--- src/rtl/ili9341_spi_rx_if.sv ---
`default_nettype none
// ============================================================================
// Module      : ili9341_spi_rx_if
// Description : Bus bundle for ili9341_spi_rx. Carries the four SPI lines
//               from the LCD master and the decoded byte/pixel/window outputs.
//               With ILI9341_SPI_RX_STATS_EN defined it also carries
//               pix_count and win_overrun.
// Revision    : 1.0 - initial release
// ============================================================================
interface ili9341_spi_rx_if #(
  parameter int PIX_CNT_W = 17
);
  logic        spi_sck;
  logic        spi_mosi;
  logic        spi_cs;
  logic        spi_dc;
  logic        byte_valid;
  logic [7:0]  byte_data;
  logic        byte_is_cmd;
  logic        pix_valid;
  logic [15:0] pix_data;
  logic [15:0] x_start;
  logic [15:0] x_end;
  logic [15:0] y_start;
  logic [15:0] y_end;
  logic        frame_err;
`ifdef ILI9341_SPI_RX_STATS_EN
  logic [PIX_CNT_W-1:0] pix_count;
  logic                 win_overrun;

  modport master (
    output spi_sck, spi_mosi, spi_cs, spi_dc,
    input  byte_valid, byte_data, byte_is_cmd, pix_valid, pix_data,
    input  x_start, x_end, y_start, y_end, frame_err, pix_count, win_overrun
  );
  modport slave (
    input  spi_sck, spi_mosi, spi_cs, spi_dc,
    output byte_valid, byte_data, byte_is_cmd, pix_valid, pix_data,
    output x_start, x_end, y_start, y_end, frame_err, pix_count, win_overrun
  );
`else
  modport master (
    output spi_sck, spi_mosi, spi_cs, spi_dc,
    input  byte_valid, byte_data, byte_is_cmd, pix_valid, pix_data,
    input  x_start, x_end, y_start, y_end, frame_err
  );
  modport slave (
    input  spi_sck, spi_mosi, spi_cs, spi_dc,
    output byte_valid, byte_data, byte_is_cmd, pix_valid, pix_data,
    output x_start, x_end, y_start, y_end, frame_err
  );
`endif
endinterface
`default_nettype wire

--- src/rtl/ili9341_spi_rx.sv ---
`default_nettype none
// ============================================================================
// Module      : ili9341_spi_rx
// Description : SPI slave receiver for the ILI9341 4-wire write-only link.
//               Oversamples sck/mosi/cs/dc in the clk domain, assembles
//               MSB-first bytes tagged command/data, and decodes CASET,
//               PASET and RAMWR into window registers and an RGB565 pixel
//               stream. Define ILI9341_SPI_RX_STATS_EN to add pix_count
//               and win_overrun.
// Revision    : 1.0 - initial release
// ============================================================================
module ili9341_spi_rx #(
  parameter int SYNC_STAGES = 2,
  parameter int PIX_CNT_W   = 17
) (
  input  logic                 clk,
  input  logic                 rst,
  ili9341_spi_rx_if.slave      bus
);

  localparam logic [7:0]  c_CMD_CASET = 8'h2A;
  localparam logic [7:0]  c_CMD_PASET = 8'h2B;
  localparam logic [7:0]  c_CMD_RAMWR = 8'h2C;
  localparam logic [15:0] c_X_END_RST = 16'd239;
  localparam logic [15:0] c_Y_END_RST = 16'd319;

  typedef enum logic [1:0] {
    S_IDLE  = 2'd0,
    S_CASET = 2'd1,
    S_PASET = 2'd2,
    S_RAMWR = 2'd3
  } state_t;

  // Synchronizer chains; index SYNC_STAGES-1 is the settled sample.
  logic [SYNC_STAGES-1:0] r_sck_sync;
  logic [SYNC_STAGES-1:0] r_mosi_sync;
  logic [SYNC_STAGES-1:0] r_cs_sync;
  logic [SYNC_STAGES-1:0] r_dc_sync;
  logic w_sck_s, w_mosi_s, w_cs_s, w_dc_s;

  logic r_sck_d, r_cs_d;
  logic r_rise, r_mosi_s, r_dc_s;
  logic w_cs_rise;

  logic [6:0] r_shift;
  logic [2:0] r_bit_cnt;
  logic [7:0] w_byte;
  logic       w_byte_done;
  logic       w_frame_err;

  logic        r_byte_valid, r_byte_is_cmd, r_frame_err, r_pix_valid;
  logic [7:0]  r_byte_data, r_pix_hi;
  logic [15:0] r_pix_data;
  logic [15:0] r_x_start, r_x_end, r_y_start, r_y_end;

  state_t     r_state, w_state_nxt;
  logic [1:0] r_idx, w_idx_nxt;
  logic       w_wr_x, w_wr_y, w_hi_we, w_pix_we, w_ramwr_entry;

  assign w_sck_s  = r_sck_sync[SYNC_STAGES-1];
  assign w_mosi_s = r_mosi_sync[SYNC_STAGES-1];
  assign w_cs_s   = r_cs_sync[SYNC_STAGES-1];
  assign w_dc_s   = r_dc_sync[SYNC_STAGES-1];

  // Bring the SPI lines into the clk domain; cs idles high.
  always_ff @(posedge clk or negedge rst) begin
    if (!rst) begin
      r_sck_sync  <= '0;
      r_mosi_sync <= '0;
      r_cs_sync   <= '1;
      r_dc_sync   <= '0;
    end else begin
      r_sck_sync  <= {r_sck_sync[SYNC_STAGES-2:0],  bus.spi_sck};
      r_mosi_sync <= {r_mosi_sync[SYNC_STAGES-2:0], bus.spi_mosi};
      r_cs_sync   <= {r_cs_sync[SYNC_STAGES-2:0],   bus.spi_cs};
      r_dc_sync   <= {r_dc_sync[SYNC_STAGES-2:0],   bus.spi_dc};
    end
  end

  // Detect sck rising edges while selected; capture mosi/dc with the edge.
  always_ff @(posedge clk or negedge rst) begin
    if (!rst) begin
      r_sck_d  <= 1'b0;
      r_cs_d   <= 1'b1;
      r_rise   <= 1'b0;
      r_mosi_s <= 1'b0;
      r_dc_s   <= 1'b0;
    end else begin
      r_sck_d  <= w_sck_s;
      r_cs_d   <= w_cs_s;
      r_rise   <= w_sck_s & ~r_sck_d & ~w_cs_s;
      r_mosi_s <= w_mosi_s;
      r_dc_s   <= w_dc_s;
    end
  end

  assign w_cs_rise   = w_cs_s & ~r_cs_d;
  assign w_byte      = {r_shift, r_mosi_s};
  // A cs release wins over a coincident bit so a torn byte never completes.
  assign w_byte_done = r_rise & ~w_cs_rise & (r_bit_cnt == 3'd7);
  assign w_frame_err = w_cs_rise & (r_bit_cnt != 3'd0);

  // Shift register and bit counter; cs release realigns to a byte boundary.
  always_ff @(posedge clk or negedge rst) begin
    if (!rst) begin
      r_shift   <= '0;
      r_bit_cnt <= '0;
    end else if (w_cs_rise) begin
      r_shift   <= '0;
      r_bit_cnt <= '0;
    end else if (r_rise) begin
      r_shift   <= w_byte[6:0];
      r_bit_cnt <= r_bit_cnt + 3'd1;
    end
  end

  // Byte output stage and frame error pulse.
  always_ff @(posedge clk or negedge rst) begin
    if (!rst) begin
      r_byte_valid  <= 1'b0;
      r_byte_data   <= '0;
      r_byte_is_cmd <= 1'b0;
      r_frame_err   <= 1'b0;
    end else begin
      r_byte_valid <= w_byte_done;
      r_frame_err  <= w_frame_err;
      if (w_byte_done) begin
        r_byte_data   <= w_byte;
        r_byte_is_cmd <= ~r_dc_s;
      end
    end
  end

  // Decoder state register.
  always_ff @(posedge clk or negedge rst) begin
    if (!rst) begin
      r_state <= S_IDLE;
      r_idx   <= '0;
    end else begin
      r_state <= w_state_nxt;
      r_idx   <= w_idx_nxt;
    end
  end

  // Decoder next state and register write strobes. A command byte always
  // restarts decoding, even mid-sequence.
  always_comb begin
    w_state_nxt   = r_state;
    w_idx_nxt     = r_idx;
    w_wr_x        = 1'b0;
    w_wr_y        = 1'b0;
    w_hi_we       = 1'b0;
    w_pix_we      = 1'b0;
    w_ramwr_entry = 1'b0;
    if (w_frame_err) begin
      w_state_nxt = S_IDLE;
      w_idx_nxt   = 2'd0;
    end else if (w_byte_done) begin
      if (!r_dc_s) begin
        w_idx_nxt = 2'd0;
        case (w_byte)
          c_CMD_CASET: w_state_nxt = S_CASET;
          c_CMD_PASET: w_state_nxt = S_PASET;
          c_CMD_RAMWR: begin
            w_state_nxt   = S_RAMWR;
            w_ramwr_entry = 1'b1;
          end
          default:     w_state_nxt = S_IDLE;
        endcase
      end else begin
        case (r_state)
          S_CASET: begin
            w_wr_x    = 1'b1;
            w_idx_nxt = r_idx + 2'd1;
            if (r_idx == 2'd3) w_state_nxt = S_IDLE;
          end
          S_PASET: begin
            w_wr_y    = 1'b1;
            w_idx_nxt = r_idx + 2'd1;
            if (r_idx == 2'd3) w_state_nxt = S_IDLE;
          end
          S_RAMWR: begin
            if (r_idx[0]) w_pix_we = 1'b1;
            else          w_hi_we  = 1'b1;
            w_idx_nxt = {1'b0, ~r_idx[0]};
          end
          default: ;
        endcase
      end
    end
  end

  // Window registers, loaded one byte at a time, high byte first.
  always_ff @(posedge clk or negedge rst) begin
    if (!rst) begin
      r_x_start <= '0;
      r_x_end   <= c_X_END_RST;
      r_y_start <= '0;
      r_y_end   <= c_Y_END_RST;
    end else begin
      if (w_wr_x) begin
        case (r_idx)
          2'd0:    r_x_start[15:8] <= w_byte;
          2'd1:    r_x_start[7:0]  <= w_byte;
          2'd2:    r_x_end[15:8]   <= w_byte;
          default: r_x_end[7:0]    <= w_byte;
        endcase
      end
      if (w_wr_y) begin
        case (r_idx)
          2'd0:    r_y_start[15:8] <= w_byte;
          2'd1:    r_y_start[7:0]  <= w_byte;
          2'd2:    r_y_end[15:8]   <= w_byte;
          default: r_y_end[7:0]    <= w_byte;
        endcase
      end
    end
  end

  // Pixel assembly: even byte is held, odd byte completes the RGB565 word.
  always_ff @(posedge clk or negedge rst) begin
    if (!rst) begin
      r_pix_hi    <= '0;
      r_pix_valid <= 1'b0;
      r_pix_data  <= '0;
    end else begin
      r_pix_valid <= w_pix_we;
      if (w_ramwr_entry) r_pix_hi <= '0;
      else if (w_hi_we)  r_pix_hi <= w_byte;
      if (w_pix_we) r_pix_data <= {r_pix_hi, w_byte};
    end
  end

  assign bus.byte_valid  = r_byte_valid;
  assign bus.byte_data   = r_byte_data;
  assign bus.byte_is_cmd = r_byte_is_cmd;
  assign bus.pix_valid   = r_pix_valid;
  assign bus.pix_data    = r_pix_data;
  assign bus.x_start     = r_x_start;
  assign bus.x_end       = r_x_end;
  assign bus.y_start     = r_y_start;
  assign bus.y_end       = r_y_end;
  assign bus.frame_err   = r_frame_err;

`ifdef ILI9341_SPI_RX_STATS_EN
  logic [PIX_CNT_W-1:0] r_pix_count, w_pix_count_nxt;
  logic                 r_win_overrun;
  logic [16:0]          w_win_w, w_win_h;
  logic [33:0]          w_win_area;

  // Window area is computed wide enough that no window size can overflow.
  assign w_win_w         = {1'b0, r_x_end} - {1'b0, r_x_start} + 17'd1;
  assign w_win_h         = {1'b0, r_y_end} - {1'b0, r_y_start} + 17'd1;
  assign w_win_area      = 34'(w_win_w) * 34'(w_win_h);
  assign w_pix_count_nxt = (&r_pix_count) ? r_pix_count
                                          : r_pix_count + PIX_CNT_W'(1);

  // Saturating pixel counter and sticky overrun flag, restarted by RAMWR.
  always_ff @(posedge clk or negedge rst) begin
    if (!rst) begin
      r_pix_count   <= '0;
      r_win_overrun <= 1'b0;
    end else if (w_ramwr_entry) begin
      r_pix_count   <= '0;
      r_win_overrun <= 1'b0;
    end else if (w_pix_we) begin
      r_pix_count <= w_pix_count_nxt;
      if (34'(w_pix_count_nxt) > w_win_area) r_win_overrun <= 1'b1;
    end
  end

  assign bus.pix_count   = r_pix_count;
  assign bus.win_overrun = r_win_overrun;
`endif

endmodule
`default_nettype wire
--- src/flat_wrapper.sv ---
// flat-port wrapper written by rule: the top's interface ports become plain ports
module ili9341_spi_rx_flat 
#(
  parameter int SYNC_STAGES = 2,
  parameter int PIX_CNT_W   = 17
)
  (clk, rst, bus_spi_sck, bus_spi_mosi, bus_spi_cs, bus_spi_dc, bus_byte_valid, bus_byte_data, bus_byte_is_cmd, bus_pix_valid, bus_pix_data, bus_x_start, bus_x_end, bus_y_start, bus_y_end, bus_frame_err);
  ili9341_spi_rx_if #(.PIX_CNT_W(PIX_CNT_W)) bus_i ();
  input  logic clk;
  input  logic rst;
  input wire logic [$bits(bus_i.spi_sck)-1:0] bus_spi_sck;
  input wire logic [$bits(bus_i.spi_mosi)-1:0] bus_spi_mosi;
  input wire logic [$bits(bus_i.spi_cs)-1:0] bus_spi_cs;
  input wire logic [$bits(bus_i.spi_dc)-1:0] bus_spi_dc;
  output wire logic [$bits(bus_i.byte_valid)-1:0] bus_byte_valid;
  output wire logic [$bits(bus_i.byte_data)-1:0] bus_byte_data;
  output wire logic [$bits(bus_i.byte_is_cmd)-1:0] bus_byte_is_cmd;
  output wire logic [$bits(bus_i.pix_valid)-1:0] bus_pix_valid;
  output wire logic [$bits(bus_i.pix_data)-1:0] bus_pix_data;
  output wire logic [$bits(bus_i.x_start)-1:0] bus_x_start;
  output wire logic [$bits(bus_i.x_end)-1:0] bus_x_end;
  output wire logic [$bits(bus_i.y_start)-1:0] bus_y_start;
  output wire logic [$bits(bus_i.y_end)-1:0] bus_y_end;
  output wire logic [$bits(bus_i.frame_err)-1:0] bus_frame_err;
  assign bus_i.spi_sck = bus_spi_sck;
  assign bus_i.spi_mosi = bus_spi_mosi;
  assign bus_i.spi_cs = bus_spi_cs;
  assign bus_i.spi_dc = bus_spi_dc;
  assign bus_byte_valid = bus_i.byte_valid;
  assign bus_byte_data = bus_i.byte_data;
  assign bus_byte_is_cmd = bus_i.byte_is_cmd;
  assign bus_pix_valid = bus_i.pix_valid;
  assign bus_pix_data = bus_i.pix_data;
  assign bus_x_start = bus_i.x_start;
  assign bus_x_end = bus_i.x_end;
  assign bus_y_start = bus_i.y_start;
  assign bus_y_end = bus_i.y_end;
  assign bus_frame_err = bus_i.frame_err;
  ili9341_spi_rx #(.SYNC_STAGES(SYNC_STAGES), .PIX_CNT_W(PIX_CNT_W)) u_core (.clk(clk), .rst(rst), .bus(bus_i));
endmodule
--- config.mk ---
export PLATFORM = sky130hd
export DESIGN_NAME = ili9341_spi_rx_flat
export DESIGN_NICKNAME = d
export VERILOG_FILES = /design/src/rtl/ili9341_spi_rx_if.sv /design/src/rtl/ili9341_spi_rx.sv /design/src/flat_wrapper.sv
export SDC_FILE = /design/constraint.sdc
export NUM_CORES = 1
export LEC_CHECK = 0
export CAP_MARGIN = 20
export CELL_PAD_IN_SITES_DETAIL_PLACEMENT = 0
export CELL_PAD_IN_SITES_GLOBAL_PLACEMENT = 1
export CORE_MARGIN = 2
export CORE_UTILIZATION = 40
export CTS_BUF_LIST = sky130_fd_sc_hd__clkbuf_2
export DETAILED_ROUTE_END_ITERATION = 12
export PLACE_DENSITY_LB_ADDON = 0.1
export SLEW_MARGIN = 20
export SYNTH_ARGS = -nofsm -noshare
export SYNTH_HDL_FRONTEND = slang
export SYNTH_SLANG_ARGS = --single-unit
--- constraint.sdc ---
create_clock -name clk -period 2.12 [get_ports clk]
set_clock_uncertainty 0.1 [all_clocks]
set_input_delay 0.424 -clock clk [delete_from_list [all_inputs] [get_ports clk]]
set_output_delay 0.424 -clock clk [all_outputs]
set_load 0.005 [all_outputs]
==> results of run 1 <==
-- area by class of cell --
cell class,count,area [um^2],share of cell area
clock buffers,17,85.08,0.01238
clock inverters,15,123.9,0.01803
inverters,6,22.52,0.003277
multi-input cells,195,1947,0.2833
flip-flops and latches,127,3199,0.4656
well taps,172,215.2,0.03132
repair buffers,140,1279,0.1861
-- through the flow --
stage	instances	TNS [ps]	hold WS, ps
2_1_floorplan	350	0	28.41
3_3_place_gp	627	0	234.0
3_5_place_dp	627	0	240.4
4_1_cts	669	0	0.5451
5_1_grt	672	-1.877	11.33
6_report	672	0	99.67
-- worst max-delay path: stages (launching register included) --
cell and delay (ps):
dfrtp_1 420, ha_1 160, ha_2 190, nand2_4 80
buf_12 160, nor4b_4 270, buf_6 180, mux2_2 340
-- path summary, 6_finish.rpt --
check / start / to / slack (ps) / cells past startpoint
setup reg to reg: u_core.r_bit_cnt[1] / u_core.bus.x_end[15] / 90 / 7
setup / recovery: u_core.r_bit_cnt[1] / u_core.bus.x_end[15] / 90 / 7
hold / removal: bus_spi_dc / u_core.r_dc_sync[0] / 100 / 1
min in group asynchronous: rst / u_core.r_sck_d / 620 / 3
hold reg to reg: u_core.r_cs_sync[0] / u_core.r_cs_sync[1] / 270 / 0
max in group asynchronous: rst / u_core.bus.byte_valid / 640 / 4
-- power groups by stage --
stage	Sequential [mW]	Combinational [mW]	Clock, mW
6_report	2.47	0.178	1.31
2_1_floorplan	2.50	0.0709	0
3_5_place_dp	2.51	0.172	0
4_1_cts	2.47	0.175	1.37
5_1_grt	2.48	0.199	1.50
3_3_place_gp	2.51	0.170	0
-- timing repair --
item	in CTS	in global routing
hold buffers	2	2
gates cloned	0	0
pin swaps	0	1
setup buffers	8	1
endpoints found under the hold margin	112	2
gates resized for setup	90	22
setup endpoints to repair	89	76
-- state kept, by name, indices dropped and copies added, names as in the netlist, 7 cells and up --
signal,count
u_core.bus.y_end,16
u_core.bus.pix_data,16
u_core.r_shift,7
u_core.r_pix_hi,8
u_core.bus.x_end,16
u_core.bus.byte_data,8
u_core.bus.x_start,16
u_core.bus.y_start,16
-- cells by family (layout without fill, tap and decap cells) --
group                    after synthesis  count (layout)  share of synthesized area
buffers and inverters                 28             178                    0.02450
multiplexers                          99              99                     0.2093
AND/OR/NAND/NOR                       56              56                    0.09182
AO/OA/AOI/OAI                         27              27                    0.03663
adder cells (fa/ha/maj)               11              11                    0.02617
XOR/XNOR                               2               2                   0.003331
flip-flops                           127             127                     0.6082
-- cells in the final DEF (no fill, tap or decap), types with 5 or more instances in the layout --
| master | count |
|---|---|
| o31ai_1 | 9 |
| clkbuf_2 | 20 |
| mux2i_1 | 11 |
| buf_4 | 29 |
| dfstp_2 | 17 |
| a22oi_1 | 8 |
| buf_6 | 6 |
| mux2_2 | 86 |
| dfrtp_1 | 110 |
| clkinvlp_4 | 8 |
| nand4_1 | 9 |
| buf_12 | 5 |
| dlygate4sd2_1 | 80 |
| nand2_1 | 8 |
| nor4b_4 | 9 |
| ha_1 | 10 |
| inv_1 | 6 |
| clkdlybuf4s15_1 | 6 |
| nor2_1 | 13 |
| clkinv_2 | 5 |
-- metal layers --
metal  vias up  part of all wire
li1       1533                 -
met1      1766              0.44
met2        73              0.50
met3        12             0.042
met4         0             0.013
met5         -                 0
==> impl_metrics.py, run 1 <==
metrics = {
    "status": {
        "status": "finished clean",
    },
    "cells_and_area": {
        "areaGrowthSynthToFinish_pct": 30.64,
        "antenna_cells": 0,
        "drive_gt1_frac": 0.3860,
        "fill_cells": 1166,
        "fin_nets": 504,
        "finalInstanceArea_mm2": 0.006872,
        "final_util": 0.5401,
    },
    "global_routing": {
        "grt-ovfl-total": 0,
        "grt_max_degree": 45,
        "busiest_layer": "met2",
        "first_global_vias": 3575,
        "grt_pass1_wl_mm": 20.07,
        "met3_usage": 0.05840,
        "grt_usage": 0.1861,
        "antenna_found_initial": 0,
        "met2_usage": 0.2999,
        "met1_usage": 0.2396,
    },
    "synth": {
        "async_flop_share": 1.000,
        "synth_most_common_cell": "dfrtp_1",
        "synth-edff-count": 0,
        "synth_area_leader_cell": "dfrtp_1",
        "netlist_instances": 350,
        "ys.warnings.count": 0,
        "avgSynthCellArea_um2": 15.03,
        "synth-seq-cells": 127,
        "synth_cell_types": 38,
        "synth.top_cell.area_share": 0.5233,
        "synth_seq_area_share": 0.6082,
        "ys.flop_type": "dfrtp_1",
        "synthesis.nets": 367,
        "ys_top_cells_by_area": "dfrtp_1 52%, mux2_2 18%, dfstp_2 8.5%",
        "synth.cell_area_mm2": 0.005260,
        "synthTopCellsByCount": "110 x dfrtp_1, 86 x mux2_2, 17 x dfstp_2",
    },
    "pwr": {
        "p_per_area_mw_per_mm2": 576.8,
        "pwr-share-comb": 0.045,
        "switching_share": 0.2629,
        "p_switching_mw": 1.042,
        "p_clk_frac": 0.331,
        "seq_power_share": 0.624,
        "p_int_mw": 2.921,
        "finalPower_mw": 3.963,
        "peakVddDrop_uv": 404.2,
        "leakagePower_nw": 3.682,
    },
    "placed_design": {
        "gp_congestion": 0.7993,
        "portBuffers": 97,
        "post-dp-hpwl_mm": 8.223,
        "post_dp_cell_area_mm2": 0.006633,
        "place_ws_ps": 101.8,
    },
    "setup_path": {
        "critical_path_class": "reg -> reg",
        "worstPathArrival_ps": 2490,
        "worst_ep_required_time_ps": 2590,
        "cp_max_fo": 9,
        "endpoint_kind": "register",
        "cp-start-kind": "register",
    },
    "floorplanning": {
        "rows": 41,
        "die_w_um": 118.7,
        "start_util": 0.4135,
        "die_h_um": 118.7,
        "ios": 98,
        "dieArea_mm2": 0.01408,
        "coreArea_mm2": 0.01272,
    },
    "clock_tree": {
        "cts.sinks": 127,
        "root_buffer": "clkbuf_2",
        "clockBufferDepth": 2,
        "cts_buffers": 17,
        "cts_tree": "built",
        "cts_max_level": 4,
        "clk-insertion-delay-late_ps": 670,
        "path_clk_slew_ps": 190,
    },
    "route": {
        "wirelength_mm": 12.26,
        "wl_per_cell_um": 18.25,
        "drc_errors": 0,
        "vias": 3384,
        "dr.pass1.iters": 4,
        "drtIter0Drc": 152,
        "ant_nets": 0,
        "avgViaCountPerCell": 5.036,
    },
    "sta": {
        "fmax_mhz": 493.6,
        "hold_viol_final": 0,
        "period_minus_slack_ps": 2026,
        "worst_pin_slew_ps": 472.4,
        "setup_viol": 0,
        "finalMaxSlewViolations": 0,
        "maxSlewHeadroom": 0.6808,
        "finalCritPeriodShare": 0.9555,
        "setup_slack_ps": 94.24,
    },
    "worst_hold_path": {
        "hp-class": "in -> reg",
    },
    "job": {
        "max_cap_viol_count": 0,
    },
}
No activity file was read; power rests on OpenSTA's default activity.
==> run 2, diff against run 1 <==
--- a/config.mk
+++ b/config.mk
@@ -5,13 +5,12 @@
 export SDC_FILE = /design/constraint.sdc
 export NUM_CORES = 1
 export LEC_CHECK = 0
-export CAP_MARGIN = 20
 export CELL_PAD_IN_SITES_DETAIL_PLACEMENT = 0
 export CELL_PAD_IN_SITES_GLOBAL_PLACEMENT = 1
-export CORE_MARGIN = 2
 export CORE_UTILIZATION = 40
 export CTS_BUF_LIST = sky130_fd_sc_hd__clkbuf_2
 export DETAILED_ROUTE_END_ITERATION = 12
+export DONT_BUFFER_PORTS = 1
 export PLACE_DENSITY_LB_ADDON = 0.1
 export SLEW_MARGIN = 20
 export SYNTH_ARGS = -nofsm -noshare
==> run 2 against run 1 <==
Against the previous run: the run now ends with hold timing left; clock power up 7%; sequential power barely moved; global-route usage down 0.53 points; register-to-register slack worse by 70 ps; maximum frequency is 3.3% lower; flip-flop and latch count unchanged; combinational power down 38%; sequential share of layout area rose by 5.6 points; critical path type unchanged; critical endpoint is now u_core.bus.x_end[4].
==> impl_metrics.py, run 2 (same netlist as run 1, synthesis figures left out) <==
metrics = {
    "status": {
        "status": "finished, violations left",
        "violations": "hold timing",
    },
    "sta": {
        "finalMaxSlewViolations": 0,
        "maxSlewHeadroom": 0.6384,
        "hold_slack_ps": -687.4,
        "tns_ps": 0,
        "rsz0062_at_grt": "yes",
        "hold_viol_final": 127,
        "finalCritPeriodShare": 0.9886,
        "setup_slack_ps": 24.13,
        "fmax_mhz": 477.1,
        "period_minus_slack_ps": 2096,
        "setup_viol": 0,
        "worst_pin_slew_ps": 535.2,
    },
    "clock_tree": {
        "cts_tree": "built",
        "clockBufferDepth": 2,
        "hold_buffers": 4,
        "cts_buffers": 17,
        "cts.sinks": 127,
        "clk-insertion-delay-late_ps": 670,
        "cts_max_level": 4,
        "path_clk_slew_ps": 200,
        "root_buffer": "clkbuf_2",
    },
    "cells_and_area": {
        "mostFrequentLayoutCells": "110 x dfrtp_1, 56 x mux2_2, 30 x mux2_4",
        "final_util": 0.4823,
        "finalInstanceArea_mm2": 0.006136,
        "fin_nets": 402,
        "antenna_cells": 0,
        "fill_cells": 1182,
        "fin_cells": 569,
        "areaGrowthSynthToFinish_pct": 16.65,
        "final_common_cell": "dfrtp_1",
        "drive_gt1_frac": 0.4610,
    },
    "global_routing": {
        "grt_pass1_wl_mm": 17.59,
        "grt_usage": 0.1808,
        "grt_max_degree": 128,
        "first_global_vias": 3039,
        "antenna_found_initial": 0,
        "grt-ovfl-total": 0,
    },
    "setup_path": {
        "reg2reg_setup_slack_ps": 20,
        "worstPathArrival_ps": 2560,
        "crit_family": "buffers and inverters",
        "endpoint_kind": "register",
        "cp_slowest_cell": "dfrtp_1",
        "cp_max_fo": 8,
        "worstPathCellList": "ha_2 -> ha_4 -> nand2_4 -> buf_12 -> buf_8 -> nor4b_4 -> buf_6 -> mux2_4",
        "critical_path_class": "reg -> reg",
        "cp-start-kind": "register",
        "crit_path_max_incr_delay_ps": 430,
        "worst_ep_required_time_ps": 2580,
        "cp.buffers_inverters": 3,
    },
    "placed_design": {
        "portBuffers": 0,
        "post_dp_cell_area_mm2": 0.005654,
        "place_ws_ps": 37.27,
        "post-dp-hpwl_mm": 7.306,
        "gp_congestion": 0.7290,
        "place_inst": 527,
    },
    "route": {
        "drc_errors": 0,
        "wl_per_cell_um": 20.90,
        "ant_nets": 0,
        "drtIter0Drc": 103,
        "vias": 2949,
        "wirelength_mm": 11.89,
        "avgViaCountPerCell": 5.183,
        "dr.pass1.iters": 5,
    },
    "pwr": {
        "peakVddDrop_uv": 370.0,
        "p_per_area_mw_per_mm2": 649.6,
        "leakagePower_nw": 2.930,
        "finalPower_mw": 3.986,
    },
    "job": {
        "max_cap_viol_count": 0,
    },
    "floorplanning": {
        "die_h_um": 116.7,
        "die_w_um": 116.7,
        "start_util": 0.4135,
        "coreArea_mm2": 0.01272,
        "ios": 98,
        "dieArea_mm2": 0.01361,
        "rows": 41,
    },
    "worst_hold_path": {
        "hp-class": "in -> async",
    },
}
## run 2: cell count changes in the layout (fill, tap and decap cells not counted), sizes merged, moves of 2 or more
cell | before | now
clkdlybuf4s15 | 6 | 0
clkdlybuf4s50 | 4 | 0
dlymetal6s2s | 3 | 0
buf | 40 | 33
clkinvlp | 8 | 2
dlygate4sd2 | 80 | 0
clkinv | 6 | 8
## run 2: layout make-up
| class | instances | area (um^2) | area share |
|---|---|---|---|
| flip-flops and latches | 127 | 3199 | 0.5214 |
| inverters | 6 | 22.52 | 0.003670 |
| repair buffers | 38 | 414.1 | 0.06750 |
| clock buffers | 18 | 90.09 | 0.01468 |
| multi-input cells | 195 | 2072 | 0.3377 |
| well taps | 172 | 215.2 | 0.03507 |
| clock inverters | 13 | 122.6 | 0.01998 |
## run 2: repair_timing
action,in CTS,in global routing
endpoints found under the hold margin,131,127
resized for setup,1,42
buffers inserted,0,5
gates cloned,0,2
endpoints found under the setup margin,9,48
pin swaps,0,5
## run 2: power by group
group / total, mW / switching [mW] / internal, mW
Combinational: 0.111 / 0.0648 / 0.0459
Sequential: 2.47 / 0.0223 / 2.45
Clock: 1.40 / 0.881 / 0.522
## run 2: final timing paths
kind / start / endpoint / cells past startpoint
min: rst / u_core.bus.x_end[14] / 0
max reg2reg: u_core.r_bit_cnt[0] / u_core.bus.x_end[4] / 8
max: u_core.r_bit_cnt[0] / u_core.bus.x_end[4] / 8
max in group asynchronous: rst / u_core.bus.x_end[5] / 0
min reg2reg: u_core.r_cs_sync[0] / u_core.r_cs_sync[1] / 0
min in group clk: bus_spi_sck / u_core.r_sck_sync[0] / 1
## run 2: layer usage
metal | part of all wire | track usage | vias up
li1 | - | - | 1327
met1 | 0.45 | 0.2296 | 1525
met2 | 0.48 | 0.2773 | 87
met3 | 0.066 | 0.07058 | 10
met4 | 0.012 | 0.07173 | 0
met5 | 0 | 0 | -
